==> src/rtl/pe_pkg.sv <==
// Shared definitions for the PE task sequencer.
//   state_e       : sequencer FSM states
//   PE_CTL_*      : bit positions inside the 2-bit pe_ctl beat flags
//   ERR_*         : bit positions inside the sticky err vector
package pe_pkg;

  typedef enum logic [1:0] {
    ST_IDLE  = 2'd0,
    ST_RUN   = 2'd1,
    ST_DRAIN = 2'd2,
    ST_DONE  = 2'd3
  } state_e;

  localparam int PE_CTL_FIRST  = 0;
  localparam int PE_CTL_LAST   = 1;

  localparam int ERR_ZERO_LEN  = 0;
  localparam int ERR_UNEXP_VLD = 1;

endpackage

==> src/rtl/pe_beat_cnt.sv <==
// Beat counter: walks the iterations of the current instruction and the
// shared neuron/weight address, producing the per-beat valid and first/last
// flags.
//   load_i      : reload address from base_addr_i and clear the iteration
//   base_addr_i : start address
//   run_i       : sequencer is issuing beats
//   stall_i     : hold the current beat
//   len_i       : iteration count of the current instruction
//   vld_o       : beat issued this cycle
//   ctl_o       : [PE_CTL_FIRST] first beat, [PE_CTL_LAST] last beat; 0 when no beat
//   addr_o      : current beat address
//   last_o      : the last beat of the instruction issues this cycle
module pe_beat_cnt
  import pe_pkg::*;
#(
  parameter int ITER_W = 8,
  parameter int ADDR_W = 16
) (
  input  logic              clk,
  input  logic              rst,
  input  logic              load_i,
  input  logic [ADDR_W-1:0] base_addr_i,
  input  logic              run_i,
  input  logic              stall_i,
  input  logic [ITER_W-1:0] len_i,
  output logic              vld_o,
  output logic [1:0]        ctl_o,
  output logic [ADDR_W-1:0] addr_o,
  output logic              last_o
);

  logic [ITER_W-1:0] iter_q, iter_d;
  logic [ADDR_W-1:0] addr_q, addr_d;
  logic              len_nz;
  logic              is_last;

  // len_i - 1 only matters when len_i is non-zero, so the underflow of a
  // zero length never reaches the compare result.
  assign len_nz  = (len_i != '0);
  assign is_last = len_nz && (iter_q == (len_i - ITER_W'(1)));
  assign vld_o   = run_i && !stall_i && len_nz;
  assign last_o  = vld_o && is_last;
  assign addr_o  = addr_q;

  always_comb begin
    ctl_o = '0;
    if (vld_o) begin
      ctl_o[PE_CTL_FIRST] = (iter_q == '0);
      ctl_o[PE_CTL_LAST]  = is_last;
    end
  end

  always_comb begin
    iter_d = iter_q;
    addr_d = addr_q;
    if (load_i) begin
      iter_d = '0;
      addr_d = base_addr_i;
    end else if (vld_o) begin
      addr_d = addr_q + ADDR_W'(1);
      iter_d = is_last ? '0 : iter_q + ITER_W'(1);
    end
  end

  always_ff @(posedge clk or posedge rst) begin
    if (rst) begin
      iter_q <= '0;
      addr_q <= '0;
    end else begin
      iter_q <= iter_d;
      addr_q <= addr_d;
    end
  end

endmodule

==> src/rtl/pe_task_seq.sv <==
// PE task sequencer: runs a list of instructions (each an iteration count),
// issues one neuron/weight beat per cycle to the MAC unit and collects one
// result per non-empty instruction into a result write port.
//   start/inst_num/base_addr : launch a program (accepted in IDLE only)
//   inst_addr/inst_data      : instruction memory read (combinational)
//   stall                    : hold the current beat
//   pe_vld_i/pe_ctl          : beat valid and first/last flags toward the PE
//   neuron_addr/weight_addr  : beat addresses
//   pe_vld_o/pe_result       : PE result return
//   res_we/res_addr/res_data : registered result write
//   busy/done/err            : status; err is sticky until the next start
module pe_task_seq
  import pe_pkg::*;
#(
  parameter int INST_DEPTH = 4,
  parameter int ITER_W     = 8,
  parameter int ADDR_W     = 16,
  parameter int DATA_W     = 32,
  parameter int INST_AW    = (INST_DEPTH > 1) ? $clog2(INST_DEPTH) : 1
) (
  input  logic               clk,
  input  logic               rst,
  input  logic               start,
  input  logic [INST_AW:0]   inst_num,
  input  logic [ADDR_W-1:0]  base_addr,
  output logic [INST_AW-1:0] inst_addr,
  input  logic [ITER_W-1:0]  inst_data,
  input  logic               stall,
  output logic               pe_vld_i,
  output logic [1:0]         pe_ctl,
  output logic [ADDR_W-1:0]  neuron_addr,
  output logic [ADDR_W-1:0]  weight_addr,
  input  logic               pe_vld_o,
  input  logic [DATA_W-1:0]  pe_result,
  output logic               res_we,
  output logic [INST_AW-1:0] res_addr,
  output logic [DATA_W-1:0]  res_data,
  output logic               busy,
  output logic               done,
  output logic [1:0]         err
);

  localparam int CNT_W = INST_AW + 1;

  state_e             state_q, state_d;
  logic [CNT_W-1:0]   inst_cnt_q, inst_cnt_d;
  logic [INST_AW-1:0] inst_addr_q, inst_addr_d;
  logic [CNT_W-1:0]   exp_cnt_q, exp_cnt_d;
  logic [CNT_W-1:0]   res_cnt_q, res_cnt_d;
  logic               res_we_q, res_we_d;
  logic [INST_AW-1:0] res_addr_q, res_addr_d;
  logic [DATA_W-1:0]  res_data_q, res_data_d;
  logic [1:0]         err_q, err_d;

  logic               cnt_load;
  logic               run;
  logic               beat_last;
  logic [ADDR_W-1:0]  beat_addr;
  logic               final_inst;
  logic [CNT_W-1:0]   exp_lim;

  assign run = (state_q == ST_RUN);

  pe_beat_cnt #(
    .ITER_W (ITER_W),
    .ADDR_W (ADDR_W)
  ) u_beat_cnt (
    .clk         (clk),
    .rst         (rst),
    .load_i      (cnt_load),
    .base_addr_i (base_addr),
    .run_i       (run),
    .stall_i     (stall),
    .len_i       (inst_data),
    .vld_o       (pe_vld_i),
    .ctl_o       (pe_ctl),
    .addr_o      (beat_addr),
    .last_o      (beat_last)
  );

  // Neuron and weight streams advance in lockstep from the same base.
  assign neuron_addr = beat_addr;
  assign weight_addr = beat_addr;
  assign inst_addr   = inst_addr_q;
  assign res_we      = res_we_q;
  assign res_addr    = res_addr_q;
  assign res_data    = res_data_q;
  assign err         = err_q;
  assign busy        = (state_q == ST_RUN) || (state_q == ST_DRAIN);
  assign done        = (state_q == ST_DONE);

  assign final_inst = ({1'b0, inst_addr_q} == (inst_cnt_q - CNT_W'(1)));
  // A result may legally arrive in the same cycle as the last beat of its
  // instruction, before exp_cnt has been bumped.
  assign exp_lim    = exp_cnt_q + CNT_W'(beat_last);

  always_ff @(posedge clk or posedge rst) begin
    if (rst) state_q <= ST_IDLE;
    else     state_q <= state_d;
  end

  always_comb begin
    state_d     = state_q;
    inst_cnt_d  = inst_cnt_q;
    inst_addr_d = inst_addr_q;
    exp_cnt_d   = exp_cnt_q;
    res_cnt_d   = res_cnt_q;
    res_we_d    = 1'b0;
    res_addr_d  = res_addr_q;
    res_data_d  = res_data_q;
    err_d       = err_q;
    cnt_load    = 1'b0;

    unique case (state_q)
      ST_IDLE: begin
        if (start) begin
          inst_cnt_d  = inst_num;
          inst_addr_d = '0;
          exp_cnt_d   = '0;
          res_cnt_d   = '0;
          err_d       = '0;
          cnt_load    = 1'b1;
          state_d     = (inst_num == '0) ? ST_DONE : ST_RUN;
        end
      end
      ST_RUN: begin
        // Zero-length instructions are skipped without waiting for stall to
        // drop: no beat goes to the PE, so there is nothing to hold.
        if (inst_data == '0) begin
          err_d[ERR_ZERO_LEN] = 1'b1;
          inst_addr_d         = inst_addr_q + INST_AW'(1);
          if (final_inst) state_d = ST_DRAIN;
        end else if (beat_last) begin
          exp_cnt_d   = exp_cnt_q + CNT_W'(1);
          inst_addr_d = inst_addr_q + INST_AW'(1);
          if (final_inst) state_d = ST_DRAIN;
        end
      end
      ST_DRAIN: begin
        if (res_cnt_q == exp_cnt_q) state_d = ST_DONE;
      end
      ST_DONE: begin
        state_d = ST_IDLE;
      end
      default: state_d = ST_IDLE;
    endcase

    // Result collection runs alongside beat issue.
    if (pe_vld_o) begin
      if (busy && (res_cnt_q < exp_lim)) begin
        res_we_d   = 1'b1;
        res_addr_d = res_cnt_q[INST_AW-1:0];
        res_data_d = pe_result;
        res_cnt_d  = res_cnt_q + CNT_W'(1);
      end else begin
        err_d[ERR_UNEXP_VLD] = 1'b1;
      end
    end
  end

  always_ff @(posedge clk or posedge rst) begin
    if (rst) begin
      inst_cnt_q  <= '0;
      inst_addr_q <= '0;
      exp_cnt_q   <= '0;
      res_cnt_q   <= '0;
      res_we_q    <= 1'b0;
      res_addr_q  <= '0;
      res_data_q  <= '0;
      err_q       <= '0;
    end else begin
      inst_cnt_q  <= inst_cnt_d;
      inst_addr_q <= inst_addr_d;
      exp_cnt_q   <= exp_cnt_d;
      res_cnt_q   <= res_cnt_d;
      res_we_q    <= res_we_d;
      res_addr_q  <= res_addr_d;
      res_data_q  <= res_data_d;
      err_q       <= err_d;
    end
  end

endmodule

==> config.mk <==
export PLATFORM = sky130hd
export DESIGN_NAME = pe_task_seq
export DESIGN_NICKNAME = d
export VERILOG_FILES = /design/src/rtl/pe_pkg.sv /design/src/rtl/pe_beat_cnt.sv /design/src/rtl/pe_task_seq.sv
export SDC_FILE = /design/constraint.sdc
export NUM_CORES = 1
export LEC_CHECK = 0
export ABC_AREA = 1
export BUFFER_PORTS_ARGS = -buffer_cell sky130_fd_sc_hd__buf_2
export CORE_UTILIZATION = 30
export DETAILED_ROUTE_END_ITERATION = 10
export MAX_ROUTING_LAYER = met4
export SLEW_MARGIN = 15
export SYNTH_ARGS = -nofsm -noshare
export SYNTH_HDL_FRONTEND = slang
export SYNTH_HIERARCHICAL = 1
export SYNTH_SLANG_ARGS = --single-unit
==> constraint.sdc <==
create_clock -name clk -period 8.5 [get_ports clk]
set_input_delay 1.275 -clock clk [delete_from_list [all_inputs] [get_ports clk]]
set_output_delay 1.275 -clock clk [all_outputs]
set_load 0.05 [all_outputs]
==> flow_summary.html <==
<table>
<tr><th>Metric</th><th>Value</th></tr>
<tr><th colspan="2">Clock network</th></tr>
<tr><td>TritonCTS clock tree</td><td>yes</td></tr>
<tr><td>Maximum root-to-sink buffer count</td><td>2</td></tr>
<tr><td>Total clock buffers created by CTS</td><td>9</td></tr>
<tr><td>H-tree Lvls</td><td>3</td></tr>
<tr><td>Worst skew pair latency</td><td>0.33 ns</td></tr>
<tr><td>Number of sinks driven by the clock tree</td><td>74</td></tr>
<tr><td>Clock transition at the registers of the reported paths</td><td>0.06 ns</td></tr>
<tr><td>Number of buffers added to fix hold violations after cts</td><td>0</td></tr>
<tr><td>Buffers inserted by post-CTS timing repair</td><td>0</td></tr>
<tr><td>CTS root buffer</td><td>sky130_fd_sc_hd__clkbuf_16</td></tr>
<tr><td>Count of cells resized by post-cts repair</td><td>0</td></tr>
<tr><th colspan="2">Synthesis</th></tr>
<tr><td>Most common flop cell mapped by yosys</td><td>sky130_fd_sc_hd__dfrtp_1</td></tr>
<tr><td>Async set-or-reset flop fraction in the synthesized netlist</td><td>100%</td></tr>
<tr><td>Mapped cell area</td><td>0.00437 mm²</td></tr>
<tr><td>Post-synth EDFFs</td><td>0</td></tr>
<tr><td>Total of warnings raised by yosys</td><td>6</td></tr>
<tr><td>Leading post-synthesis cells by cell area</td><td>sky130_fd_sc_hd__dfrtp_1 (42%), sky130_fd_sc_hd__nand2_1 (18%), sky130_fd_sc_hd__inv_1 (4.5%), sky130_fd_sc_hd__ha_1 (4.3%), sky130_fd_sc_hd__nand3_1 (4.1%)</td></tr>
<tr><td>Mean Syn Cell Area</td><td>7.74 µm²</td></tr>
<tr><td>Post-synth net total</td><td>644</td></tr>
<tr><td>Register bit count reported by yosys</td><td>74</td></tr>
<tr><td>Post-synthesis cell type with the largest combined area</td><td>sky130_fd_sc_hd__dfrtp_1</td></tr>
<tr><td>Distinct cells, synth</td><td>38</td></tr>
<tr><td>Post-synthesis sequential area ratio</td><td>42.3%</td></tr>
<tr><td>Post-Synthesis Cells</td><td>565</td></tr>
<tr><td>Portion of synthesized cell area occupied by the leading cell type</td><td>42.3%</td></tr>
<tr><th colspan="2">Layout</th></tr>
<tr><td>Area of the multi-input gates</td><td>0.00205 mm²</td></tr>
<tr><td>Net total in the final layout</td><td>762</td></tr>
<tr><td>Leading cell types in the layout, fill and taps excluded</td><td>sky130_fd_sc_hd__nand2_1 (214), sky130_fd_sc_hd__buf_2 (139), sky130_fd_sc_hd__dfrtp_1 (74)</td></tr>
<tr><td>Number of filler cells placed in the layout</td><td>1478</td></tr>
<tr><td>Final std cell area, no fill</td><td>0.00535 mm²</td></tr>
<tr><td>Layout Area Growth over Synthesis</td><td>22.3%</td></tr>
<tr><td>Most common cell after layout, fill and taps aside</td><td>sky130_fd_sc_hd__nand2_1</td></tr>
<tr><td>Sequential Area</td><td>0.00185 mm²</td></tr>
<tr><td>Number of cells in the finished layout apart from fillers</td><td>867</td></tr>
<tr><td>Core occupancy in the finished layout</td><td>38.1%</td></tr>
<tr><td>Layout cell share with drive strength beyond 1</td><td>27.9%</td></tr>
<tr><td>Diodes inserted</td><td>0</td></tr>
<tr><th colspan="2">Timing</th></tr>
<tr><td>Worst Hold Slack</td><td>0.478 ns</td></tr>
<tr><td>Max-Slew Margin vs Limit</td><td>33.1%</td></tr>
<tr><td>Least-Margin Pin Slew</td><td>1.00 ns</td></tr>
<tr><td>Total count of max-transition violations in the final report</td><td>0</td></tr>
<tr><td>Final worst-path cycle share</td><td>50.9%</td></tr>
<tr><td>Clock skew after layout</td><td>0.00617 ns</td></tr>
<tr><td>Top achievable clock speed</td><td>231 MHz</td></tr>
<tr><td>RSZ-0062 raised after global routing</td><td>false</td></tr>
<tr><td>Final setup fails</td><td>0</td></tr>
<tr><td>Post-layout minimum cycle time</td><td>4.32 ns</td></tr>
<tr><td>Final hold violation count</td><td>0</td></tr>
<tr><td>Worst Slack Setup Final</td><td>4.18 ns</td></tr>
<tr><td>Total Neg Setup Slack</td><td>0 ns</td></tr>
<tr><th colspan="2">Setup path</th></tr>
<tr><td>Crit path max fanout</td><td>42</td></tr>
<tr><td>Crit path arrival time</td><td>4.60 ns</td></tr>
<tr><td>Worst setup EP type</td><td>register</td></tr>
<tr><td>Crit path launch type</td><td>input pin</td></tr>
<tr><td>Startpoint of the worst setup timing path</td><td>inst_data[0]</td></tr>
<tr><td>Setup CP Type</td><td>input pin to register</td></tr>
<tr><td>Minimum setup slack among reg-to-reg paths</td><td>5.11 ns</td></tr>
<tr><td>Endpoint of the most critical register-to-register path</td><td>res_data[1]</td></tr>
<tr><td>CP required</td><td>8.77 ns</td></tr>
<tr><td>Cell depth of the worst flop-to-flop path</td><td>20</td></tr>
<tr><td>Startpoint of the lowest-slack register-to-register path</td><td>u_beat_cnt/iter_q[4]</td></tr>
<tr><th colspan="2">Pwr</th></tr>
<tr><td>Total power of the final layout</td><td>2.32 mW</td></tr>
<tr><td>Maximum vdd drop</td><td>0.191 mV</td></tr>
<tr><td>Leakage power</td><td>2.94 nW</td></tr>
<tr><td>Power density cells</td><td>433 mW/mm²</td></tr>
<tr><th colspan="2">Place</th></tr>
<tr><td>Placed instance area</td><td>0.00505 mm²</td></tr>
<tr><td>Port bufs</td><td>139</td></tr>
<tr><td># placed instances</td><td>852</td></tr>
<tr><td>Half-perimeter wire length after placement</td><td>7690 µm</td></tr>
<tr><td>Global placement routability congestion</td><td>0.838</td></tr>
<tr><td>Pre-CTS setup slack</td><td>3.81 ns</td></tr>
<tr><th colspan="2">Route</th></tr>
<tr><td>Number of DRC violations after detailed-routing iteration 0</td><td>181</td></tr>
<tr><td>WL per Instance</td><td>12.3 µm</td></tr>
<tr><td>Number of detailed-routing iterations run before antenna repair</td><td>6</td></tr>
<tr><td>Vias per cell</td><td>4.48</td></tr>
<tr><td>Final routed DRC violation total</td><td>0</td></tr>
<tr><td>Wirelength, routed</td><td>10700 µm</td></tr>
<tr><td>Via count of the routed design</td><td>3885</td></tr>
<tr><td>Post-DRT Antenna Nets</td><td>0</td></tr>
<tr><th colspan="2">Hold path</th></tr>
<tr><td>Hold EP</td><td>res_data[0]</td></tr>
<tr><td>Startpoint of the tightest hold check path</td><td>res_data[0]</td></tr>
<tr><td>Class of the tightest hold or removal check</td><td>register to register</td></tr>
<tr><td>Instance count along the most critical hold path</td><td>2</td></tr>
<tr><th colspan="2">Die</th></tr>
<tr><td>Initial core utilization</td><td>31.1%</td></tr>
<tr><td>Die Y</td><td>123 µm</td></tr>
<tr><td>Die outline width</td><td>123 µm</td></tr>
<tr><td>Core Footprint</td><td>0.0140 mm²</td></tr>
<tr><td>Overall die area</td><td>0.0151 mm²</td></tr>
<tr><td>Number of core rows</td><td>43</td></tr>
<tr><td>Count of pins on the block boundary</td><td>140</td></tr>
<tr><th colspan="2">Global routing</th></tr>
<tr><td>First-pass GRT wire length</td><td>17700 µm</td></tr>
<tr><td>Global-route congestion overflow total</td><td>0</td></tr>
<tr><td>Number of global-route vias before repair</td><td>3755</td></tr>
<tr><td>Maximum number of pins on one net before global-route repair</td><td>51</td></tr>
<tr><td>Initial antenna violation count</td><td>0</td></tr>
<tr><td>Aggregate global-route resource usage</td><td>15.4%</td></tr>
<tr><th colspan="2">Flow run</th></tr>
<tr><td>MaxCap Viol Count</td><td>0</td></tr>
<tr><th colspan="2">Outcome</th></tr>
<tr><td>Run status</td><td>finished, final reports clean</td></tr>
</table>
kinds of logic (layout without fill, tap and decap cells):
logic type      Yosys count  in the layout  share of synthesized area, %
flops                    74             74                          42.3
xor+xnor                 19             19                          3.81
compound gates           41             41                          5.46
simple gates            326            326                          33.3
fa+ha+maj                15             15                          4.29
buf+inv                  90            212                          10.8
worst max path at each step:
stage                   endpoint  slack [ns]  depth (start not counted)
floorplan              pe_ctl[0]        3.90                          7
global placement     res_data[1]        3.88                         22
detailed placement   res_data[1]        3.81                         22
CTS                  res_data[1]        4.15                         22
global route        res_data[21]        3.76                         22
finish               res_data[1]        4.18                         22
synth_stat cells, types with 6 or more instances:
| cell | n |
|---|---|
| sky130_fd_sc_hd__o21ai_0 | 13 |
| sky130_fd_sc_hd__dfrtp_1 | 74 |
| sky130_fd_sc_hd__xnor2_1 | 9 |
| sky130_fd_sc_hd__o21ai_1 | 7 |
| sky130_fd_sc_hd__xor2_1 | 10 |
| sky130_fd_sc_hd__nand2_1 | 214 |
| sky130_fd_sc_hd__inv_1 | 52 |
| sky130_fd_sc_hd__ha_1 | 15 |
| sky130_fd_sc_hd__nor2_2 | 8 |
| sky130_fd_sc_hd__buf_6 | 7 |
| sky130_fd_sc_hd__a21oi_1 | 10 |
| sky130_fd_sc_hd__buf_4 | 19 |
| sky130_fd_sc_hd__nand3_1 | 36 |
| sky130_fd_sc_hd__buf_2 | 6 |
| sky130_fd_sc_hd__nor2_1 | 31 |
| sky130_fd_sc_hd__nand4_1 | 11 |
metal layers:
metal	share of wire [%]	track usage, %	up-vias
li1	-	-	1992
met4	0.53	3.58	0
met2	47	24.3	125
met5	0	-	-
met1	46	19.1	1762
met3	6.8	5.16	6
layout make-up:
type | count | share of cell area, %
clock buffer | 11 | 4.72
clock inverter | 4 | 0.959
inverter | 57 | 4.05
multi-input combinational | 401 | 38.3
sequential | 74 | 34.6
tap | 180 | 4.21
timing repair buffer | 140 | 13.1
flip-flops by register name, indices dropped and copies added, names as in the netlist:
| register | flops |
|---|---|
| inst_cnt_q | 3 |
| state_q | 2 |
| u_beat_cnt/addr_o | 16 |
| res_data | 32 |
| res_cnt_q | 3 |
| res_addr | 2 |
| err | 2 |
| inst_addr | 2 |
| exp_cnt_q | 3 |
| res_we | 1 |
| u_beat_cnt/iter_q | 8 |
critical path, stage by stage:
cell and delay (ns):
sky130_fd_sc_hd__buf_2 0.12, sky130_fd_sc_hd__inv_1 0.08, sky130_fd_sc_hd__ha_1 0.28, sky130_fd_sc_hd__nand2_1 0.10
sky130_fd_sc_hd__nor2_2 0.11, sky130_fd_sc_hd__nand2_1 0.06, sky130_fd_sc_hd__nand2_1 0.07, sky130_fd_sc_hd__nand3_2 0.07
sky130_fd_sc_hd__nor2_2 0.15, sky130_fd_sc_hd__nand3_4 0.15, sky130_fd_sc_hd__nor2_1 0.20, sky130_fd_sc_hd__ha_1 0.18
sky130_fd_sc_hd__ha_1 0.15, sky130_fd_sc_hd__xnor2_1 0.12, sky130_fd_sc_hd__ha_1 0.26, sky130_fd_sc_hd__a21oi_1 0.18
sky130_fd_sc_hd__nand2_2 0.09, sky130_fd_sc_hd__nor2_4 0.10, sky130_fd_sc_hd__nand2_4 0.26, sky130_fd_sc_hd__inv_4 0.38
sky130_fd_sc_hd__nand2_1 0.11, sky130_fd_sc_hd__nand2_1 0.07
where the power goes:
group | internal (mW) | leakage (nW) | switching [mW]
combinational | 0.318 | 1.87 | 0.986
clock | 0.242 | 0.148 | 0.146
sequential | 0.496 | 0.930 | 0.129
Note: power is estimated with default switching activity, not from simulation.
